[src/rtl/precomp_divider.sv]
// precomp_divider: sequential radix-16 divider that undoes the precomputation
// multiplier. A (4n+1)-bit dividend is divided by an n-bit divisor by first
// building a table of the 16 divisor multiples, then resolving one 4-bit
// quotient digit per cycle, most significant digit first.
// Optional feature macro: PRECOMP_CACHE_EN keeps the last non-zero divisor and
// its multiple table so a repeated divisor skips the table-build cycle.
module precomp_divider #(
  parameter int n = 4
) (
  input  logic           clk,
  input  logic           reset,
  input  logic           in_valid,
  output logic           in_ready,
  input  logic [4*n:0]   dividend,
  input  logic [n-1:0]   divisor,
  output logic           out_valid,
  output logic [4*n:0]   quotient,
  output logic [n-1:0]   remainder,
  output logic           div_by_zero
);

  localparam int D  = n + 1;
  localparam int W  = 4 * n + 1;
  localparam int PW = 4 * D;
  localparam int MW = n + 4;
  localparam int CW = $clog2(D + 1);

  typedef enum logic [1:0] {IDLE, PRECOMP, DIVIDE, DONE} state_t;

  state_t          state_q, state_d;
  logic [W-1:0]    dividend_q, dividend_d;
  logic [n-1:0]    divisor_q, divisor_d;
  logic [PW-1:0]   work_q, work_d;
  logic [n-1:0]    r_q, r_d;
  logic [W-1:0]    quot_q, quot_d;
  logic [CW-1:0]   cnt_q, cnt_d;
  logic [MW-1:0]   m_q [16];
  logic [MW-1:0]   m_d [16];
  logic [W-1:0]    quotient_q, quotient_d;
  logic [n-1:0]    remainder_q, remainder_d;
  logic            dz_q, dz_d;

  logic [MW-1:0]   tbl [16];
  logic [MW-1:0]   t;
  logic [3:0]      qd;
  logic [n-1:0]    rem_next;
  logic [W-1:0]    quot_next;

`ifdef PRECOMP_CACHE_EN
  logic            cvalid_q, cvalid_d;
  logic [n-1:0]    cdiv_q, cdiv_d;
`endif

  assign in_ready    = (state_q == IDLE);
  assign out_valid   = (state_q == DONE);
  assign quotient    = quotient_q;
  assign remainder   = remainder_q;
  assign div_by_zero = dz_q;

  // Multiple table k*d built from shifts and single adds/subtracts only.
  always_comb begin
    logic [MW-1:0] e, m3, m5, m7, m8;
    e  = {4'b0000, divisor_q};
    m3 = (e << 1) + e;
    m5 = (e << 2) + e;
    m7 = (e << 3) - e;
    m8 = e << 3;
    tbl[0]  = '0;
    tbl[1]  = e;
    tbl[2]  = e << 1;
    tbl[3]  = m3;
    tbl[4]  = e << 2;
    tbl[5]  = m5;
    tbl[6]  = m3 << 1;
    tbl[7]  = m7;
    tbl[8]  = m8;
    tbl[9]  = m8 + e;
    tbl[10] = m5 << 1;
    tbl[11] = m8 + m3;
    tbl[12] = m3 << 2;
    tbl[13] = m8 + m5;
    tbl[14] = m7 << 1;
    tbl[15] = (e << 4) - e;
  end

  // Digit selection: largest multiple not exceeding the shifted partial remainder.
  always_comb begin
    t  = {r_q, work_q[PW-1 -: 4]};
    qd = '0;
    for (int k = 1; k < 16; k++) begin
      if (m_q[k] <= t) qd = 4'(k);
    end
    rem_next  = n'(t - m_q[qd]);
    quot_next = W'({quot_q, qd});
  end

  // Next-state and datapath updates; DIVIDE cycle 0 loads the working
  // registers so cached and freshly built tables enter the digit loop alike.
  always_comb begin
    state_d     = state_q;
    dividend_d  = dividend_q;
    divisor_d   = divisor_q;
    work_d      = work_q;
    r_d         = r_q;
    quot_d      = quot_q;
    cnt_d       = cnt_q;
    m_d         = m_q;
    quotient_d  = quotient_q;
    remainder_d = remainder_q;
    dz_d        = dz_q;
`ifdef PRECOMP_CACHE_EN
    cvalid_d    = cvalid_q;
    cdiv_d      = cdiv_q;
`endif
    case (state_q)
      IDLE: begin
        if (in_valid) begin
          dividend_d = dividend;
          divisor_d  = divisor;
          cnt_d      = '0;
          r_d        = '0;
`ifdef PRECOMP_CACHE_EN
          if (cvalid_q && (divisor == cdiv_q)) state_d = DIVIDE;
          else                                 state_d = PRECOMP;
`else
          state_d = PRECOMP;
`endif
        end
      end
      PRECOMP: begin
        m_d = tbl;
`ifdef PRECOMP_CACHE_EN
        cdiv_d   = divisor_q;
        cvalid_d = (divisor_q != '0);
`endif
        if (divisor_q == '0) begin
          quotient_d  = '1;
          remainder_d = dividend_q[n-1:0];
          dz_d        = 1'b1;
          state_d     = DONE;
        end else begin
          r_d     = '0;
          cnt_d   = '0;
          state_d = DIVIDE;
        end
      end
      DIVIDE: begin
        if (cnt_q == '0) begin
          work_d = PW'(dividend_q);
          r_d    = '0;
          quot_d = '0;
          cnt_d  = CW'(1);
        end else begin
          work_d = {work_q[PW-5:0], 4'b0000};
          r_d    = rem_next;
          quot_d = quot_next;
          cnt_d  = cnt_q + CW'(1);
          if (cnt_q == CW'(D)) begin
            quotient_d  = quot_next;
            remainder_d = rem_next;
            dz_d        = 1'b0;
            state_d     = DONE;
          end
        end
      end
      DONE:    state_d = IDLE;
      default: state_d = IDLE;
    endcase
  end

  // State and datapath registers with synchronous active-low reset.
  always_ff @(posedge clk) begin
    if (!reset) begin
      state_q     <= IDLE;
      dividend_q  <= '0;
      divisor_q   <= '0;
      work_q      <= '0;
      r_q         <= '0;
      quot_q      <= '0;
      cnt_q       <= '0;
      m_q         <= '{default: '0};
      quotient_q  <= '0;
      remainder_q <= '0;
      dz_q        <= 1'b0;
    end else begin
      state_q     <= state_d;
      dividend_q  <= dividend_d;
      divisor_q   <= divisor_d;
      work_q      <= work_d;
      r_q         <= r_d;
      quot_q      <= quot_d;
      cnt_q       <= cnt_d;
      m_q         <= m_d;
      quotient_q  <= quotient_d;
      remainder_q <= remainder_d;
      dz_q        <= dz_d;
    end
  end

`ifdef PRECOMP_CACHE_EN
  // Divisor cache tag and valid flag; reset forgets the cached table.
  always_ff @(posedge clk) begin
    if (!reset) begin
      cvalid_q <= 1'b0;
      cdiv_q   <= '0;
    end else begin
      cvalid_q <= cvalid_d;
      cdiv_q   <= cdiv_d;
    end
  end
`endif

endmodule

[config.mk]
export PLATFORM = sky130hd
export DESIGN_NAME = precomp_divider
export DESIGN_NICKNAME = d
export VERILOG_FILES = /design/src/rtl/precomp_divider.sv
export SDC_FILE = /design/constraint.sdc
export NUM_CORES = 1
export LEC_CHECK = 0
export ABC_AREA = 1
export BUFFER_PORTS_ARGS = -buffer_cell sky130_fd_sc_hd__buf_2
export CAP_MARGIN = 25
export CELL_PAD_IN_SITES_DETAIL_PLACEMENT = 2
export CELL_PAD_IN_SITES_GLOBAL_PLACEMENT = 2
export CORE_ASPECT_RATIO = 2
export CORE_UTILIZATION = 40
export CTS_BUF_LIST = sky130_fd_sc_hd__clkbuf_2 sky130_fd_sc_hd__clkbuf_4 sky130_fd_sc_hd__clkbuf_8
export DETAILED_ROUTE_END_ITERATION = 16
export GPL_TIMING_DRIVEN = 0
export PLACE_DENSITY_LB_ADDON = 0.2
export SLEW_MARGIN = 10
export SYNTH_ARGS = -nofsm -noshare
export SYNTH_HDL_FRONTEND = slang
export SYNTH_SLANG_ARGS = --single-unit
[constraint.sdc]
create_clock -name clk -period 4.95 [get_ports clk]
set_input_delay 0.99 -clock clk [delete_from_list [all_inputs] [get_ports clk]]
set_output_delay 0.99 -clock clk [all_outputs]
set_load 0.02 [all_outputs]
==> flow_metrics.py <==
metrics = {
    "finish": {
        "design_area_um2": 8640,
        "syn2layout_area_growth_pct": 12.9,
        "drive_gt1_share_pct": 10.3,
        "final_nets": 1239,
        "num_antenna_cells": 0,
        "layout.cells.non_filler": 1376,
    },
    "worst_setup_path": {
        "crit_required_ns": 5.37,
        "worstPathMaxFanout": 15,
        "reg2reg_from": "r_q[0]",
        "path_common_cell": "nand2_1",
        "slowest_delay_ns": 0.77,
        "critPathKind": "reg2reg",
        "cp.arrival_ns": 5.07,
        "rr_worst_depth": 24,
        "ff2ff_setup_slack_ns": 0.30,
        "worstSetupStartpointType": "flop",
        "crit_chain": "inv_1, ha_1, a21oi_1, nor2_1, a211oi_1, a21oi_1, nand2_1, nand2_1, nand2_1, nand2_2, nand2_4, nand2_4, clkinv_1, o21ai_0, o221ai_1, nand2_1, ha_1, a21oi_1, nand2_1, xor2_1, inv_1, nand2_1, nand3_1, a21oi_1",
        "crit_slowest_cell": "a211oi_1",
        "cp-end-kind": "flop",
        "r2r_end": "remainder[3]",
    },
    "run_status": {
        "status": "complete, no violations",
    },
    "route": {
        "drt_iter0_markers": 265,
        "avgViaCountPerCell": 5.76,
        "wl_per_cell_um": 23.4,
        "drt-total-wl_um": 32300,
        "drc": 0,
        "vias": 7928,
        "postRouteAntennaNets": 0,
        "first_pass_iters": 4,
    },
    "timing": {
        "finalHoldViolCount": 0,
        "maxSlewHeadroom_pct": 34.6,
        "worstMarginPinSlew_ns": 0.976,
        "setup_violations": 0,
        "min_period_ns": 4.65,
        "fin_ws_ns": 0.297,
        "fin_crit_sh_pct": 94.0,
        "hold_slack_ns": 0.483,
        "finClkSkew_ns": 0.0110,
        "fmax_ghz": 0.215,
        "slew_viol_final": 0,
    },
    "logic_synthesis": {
        "synth_edf_count": 0,
        "yosysTopAreaCell": "dfxtp_1",
        "synth-seq-cells": 125,
        "yosysWarnings": 0,
        "synth.cell_area_um2": 7650,
        "ys_seq_area_share_pct": 32.7,
        "ys_dominant_reg_cell": "dfxtp_1",
        "async_flop_share_pct": 0,
        "synthXorXnorAreaFrac_pct": 1.49,
        "synthMuxAreaShare_pct": 0,
        "synth_adder_area_share_pct": 18.0,
        "syn_area_per_cell_um2": 7.36,
        "synth_top_family_by_area": "simple AND/OR/NAND/NOR gates",
        "ys_types": 45,
        "yosysMostFrequentCell": "nand2_1",
        "yosys.area.top_type_share_pct": 32.7,
        "yosys.area_share.simple_pct": 22.4,
        "synth_common_cells": "194 x nand2_1, 129 x nor2_1, 125 x dfxtp_1",
        "synth.area.top_cells": "dfxtp_1 33%, ha_1 17%, nand2_1 9.5%",
        "synth-compound-area-share_pct": 18.4,
        "synthCells": 1039,
        "syn-num-nets": 1170,
    },
    "power_and_ir_drop": {
        "sequentialPowerShare_pct": 24.0,
        "p_int_mw": 3.20,
        "sw_frac_of_total_pct": 53.8,
        "power_mw": 6.93,
        "p_clk_share_pct": 13.3,
        "p_leak_nw": 4.08,
        "p_sw_mw": 3.73,
        "combPwrFrac_pct": 62.7,
        "power.density_nw_per_um2": 803,
        "ir_worst_vdd_mv": 0.320,
    },
    "clock_tree": {
        "clkSinkCount": 125,
        "cts_root_buffer": "clkbuf_8",
        "cts_max_path_buffers": 2,
        "path_clk_slew_ns": 0.08,
        "h-tree-depth": 4,
        "insertion_delay_ns": 0.49,
        "numCtsBuffers": 17,
        "cts_tree": "done",
        "cts_hold_buf": 0,
    },
    "placement": {
        "place_inst": 1340,
        "place_area_um2": 8200,
        "gp_congestion": 0.904,
        "io_buffers": 46,
        "post-place-ws_ns": 0.405,
        "dpl.hpwl_um": 24000,
    },
    "worst_hold_path": {
        "hold-path-endpoint": "quot_q[2]",
        "hp-start": "quot_q[2]",
        "hold_path.class": "reg2reg",
        "hold_depth": 2,
    },
    "floorplan": {
        "core_um2": 18700,
        "die_area_um2": 19700,
        "die_width_um": 99.8,
        "row_count": 71,
        "start_util_pct": 40.8,
        "ios": 48,
        "die_y_um": 198,
    },
    "grt": {
        "antenna_found_initial": 0,
        "grt_max_degree": 17,
        "grt_pass1_vias": 8991,
        "grt_pass1_wl_um": 49600,
        "track_usage_pct": 34.4,
        "grt_remaining_overflow": 0,
    },
    "job": {
        "maxCapViolations": 0,
    },
}
-- routing by layer --
| metal | routed length, um | global-route usage (%) | vias to the layer above |
|---|---|---|---|
| met1 | 10700 | 29.3 | 3946 |
| met5 | 0 | 0 | - |
| met3 | 824 | 5.87 | 135 |
| li1 | - | - | 3640 |
| met4 | 3060 | 30.0 | 0 |
| met2 | 17700 | 66.2 | 207 |
-- final cells by class --
type / instances / area (um^2)
timing repair buffer: 50 / 273
buffer: 41 / 161
sequential: 125 / 2500
multi-input combinational: 775 / 4610
inverter: 98 / 374
clock buffer: 18 / 248
clock inverter: 14 / 145
tap: 255 / 319
fill: 2204 / 10100
-- worst max path at each step --
stage | cells after the start | start | end
final | 24 | r_q[0] | remainder[3]
after global routing | 30 | r_q[0] | remainder[3]
after CTS | 29 | r_q[0] | remainder[3]
after detailed placement | 29 | r_q[0] | remainder[3]
after global placement | 29 | r_q[0] | remainder[3]
after floorplan | 31 | work_q[19] | remainder[3]
-- cells by family after synthesis --
| group | count (synthesis) |
|---|---|
| simple gates | 414 |
| compound gates | 241 |
| buf+inv | 139 |
| flops | 125 |
| fa+ha+maj | 107 |
| xor+xnor | 13 |
-- per-stage QoR --
step	TNS [ns]	utilization, %
floorplan	0	-
global placement	0	43.7
detailed placement	0	43.7
CTS	0	45.8
global route	-0.0575	46.1
finish	0	46.1
-- repair_timing --
item,in CTS,in global routing
endpoints found under the setup margin,0,2
setup buffers,0,4
gates resized for setup,0,1
-- worst max-delay path, delay by kind of cell (launching register included) --
kind	cells	cell delay [ns]
AO/OA/AOI/OAI	7	1.78
adder cells (fa/ha/maj)	2	0.68
buffers and inverters	3	0.53
AND/OR/NAND/NOR	11	1.05
XOR/XNOR	1	0.18
flip-flops	1	0.36
-- registers in the layout, indices dropped and copies added, names as in the netlist --
| signal | cells |
|---|---|
| state_q | 2 |
| r_q | 4 |
| divisor_q | 4 |
| dividend_q | 17 |
| quotient | 17 |
| work_q | 20 |
| div_by_zero | 1 |
| quot_q | 13 |
| remainder | 4 |
| m_q | 40 |
| cnt_q | 3 |
-- cells in the final DEF, fill, tap and decap left out, types with 7 or more instances in the layout --
| cell type | Yosys | routed |
|---|---|---|
| nand3_1 | 54 | 54 |
| clkbuf_8 | 0 | 18 |
| clkinvlp_4 | 0 | 8 |
| ha_1 | 102 | 102 |
| nor2_1 | 129 | 129 |
| o21ai_0 | 71 | 71 |
| a21oi_1 | 90 | 90 |
| a211oi_1 | 18 | 18 |
| nand2_1 | 194 | 194 |
| clkbuf_1 | 37 | 37 |
| o21ai_1 | 7 | 7 |
| xor2_1 | 10 | 10 |
| buf_2 | 0 | 46 |
| nor3_1 | 7 | 7 |
| o211ai_1 | 17 | 17 |
| inv_2 | 11 | 11 |
| dfxtp_1 | 125 | 125 |
| or2_2 | 7 | 7 |
| inv_1 | 81 | 80 |
-- power groups by stage --
stage | clock network [mW] | logic, mW | registers [mW]
after floorplan | 0 | 2.89 | 1.57
after global placement | 0 | 4.01 | 1.64
after detailed placement | 0 | 4.25 | 1.66
after CTS | 0.936 | 4.34 | 1.65
after global routing | 0.973 | 4.81 | 1.68
final | 0.922 | 4.35 | 1.66
No activity file was read; power rests on OpenSTA's default activity.
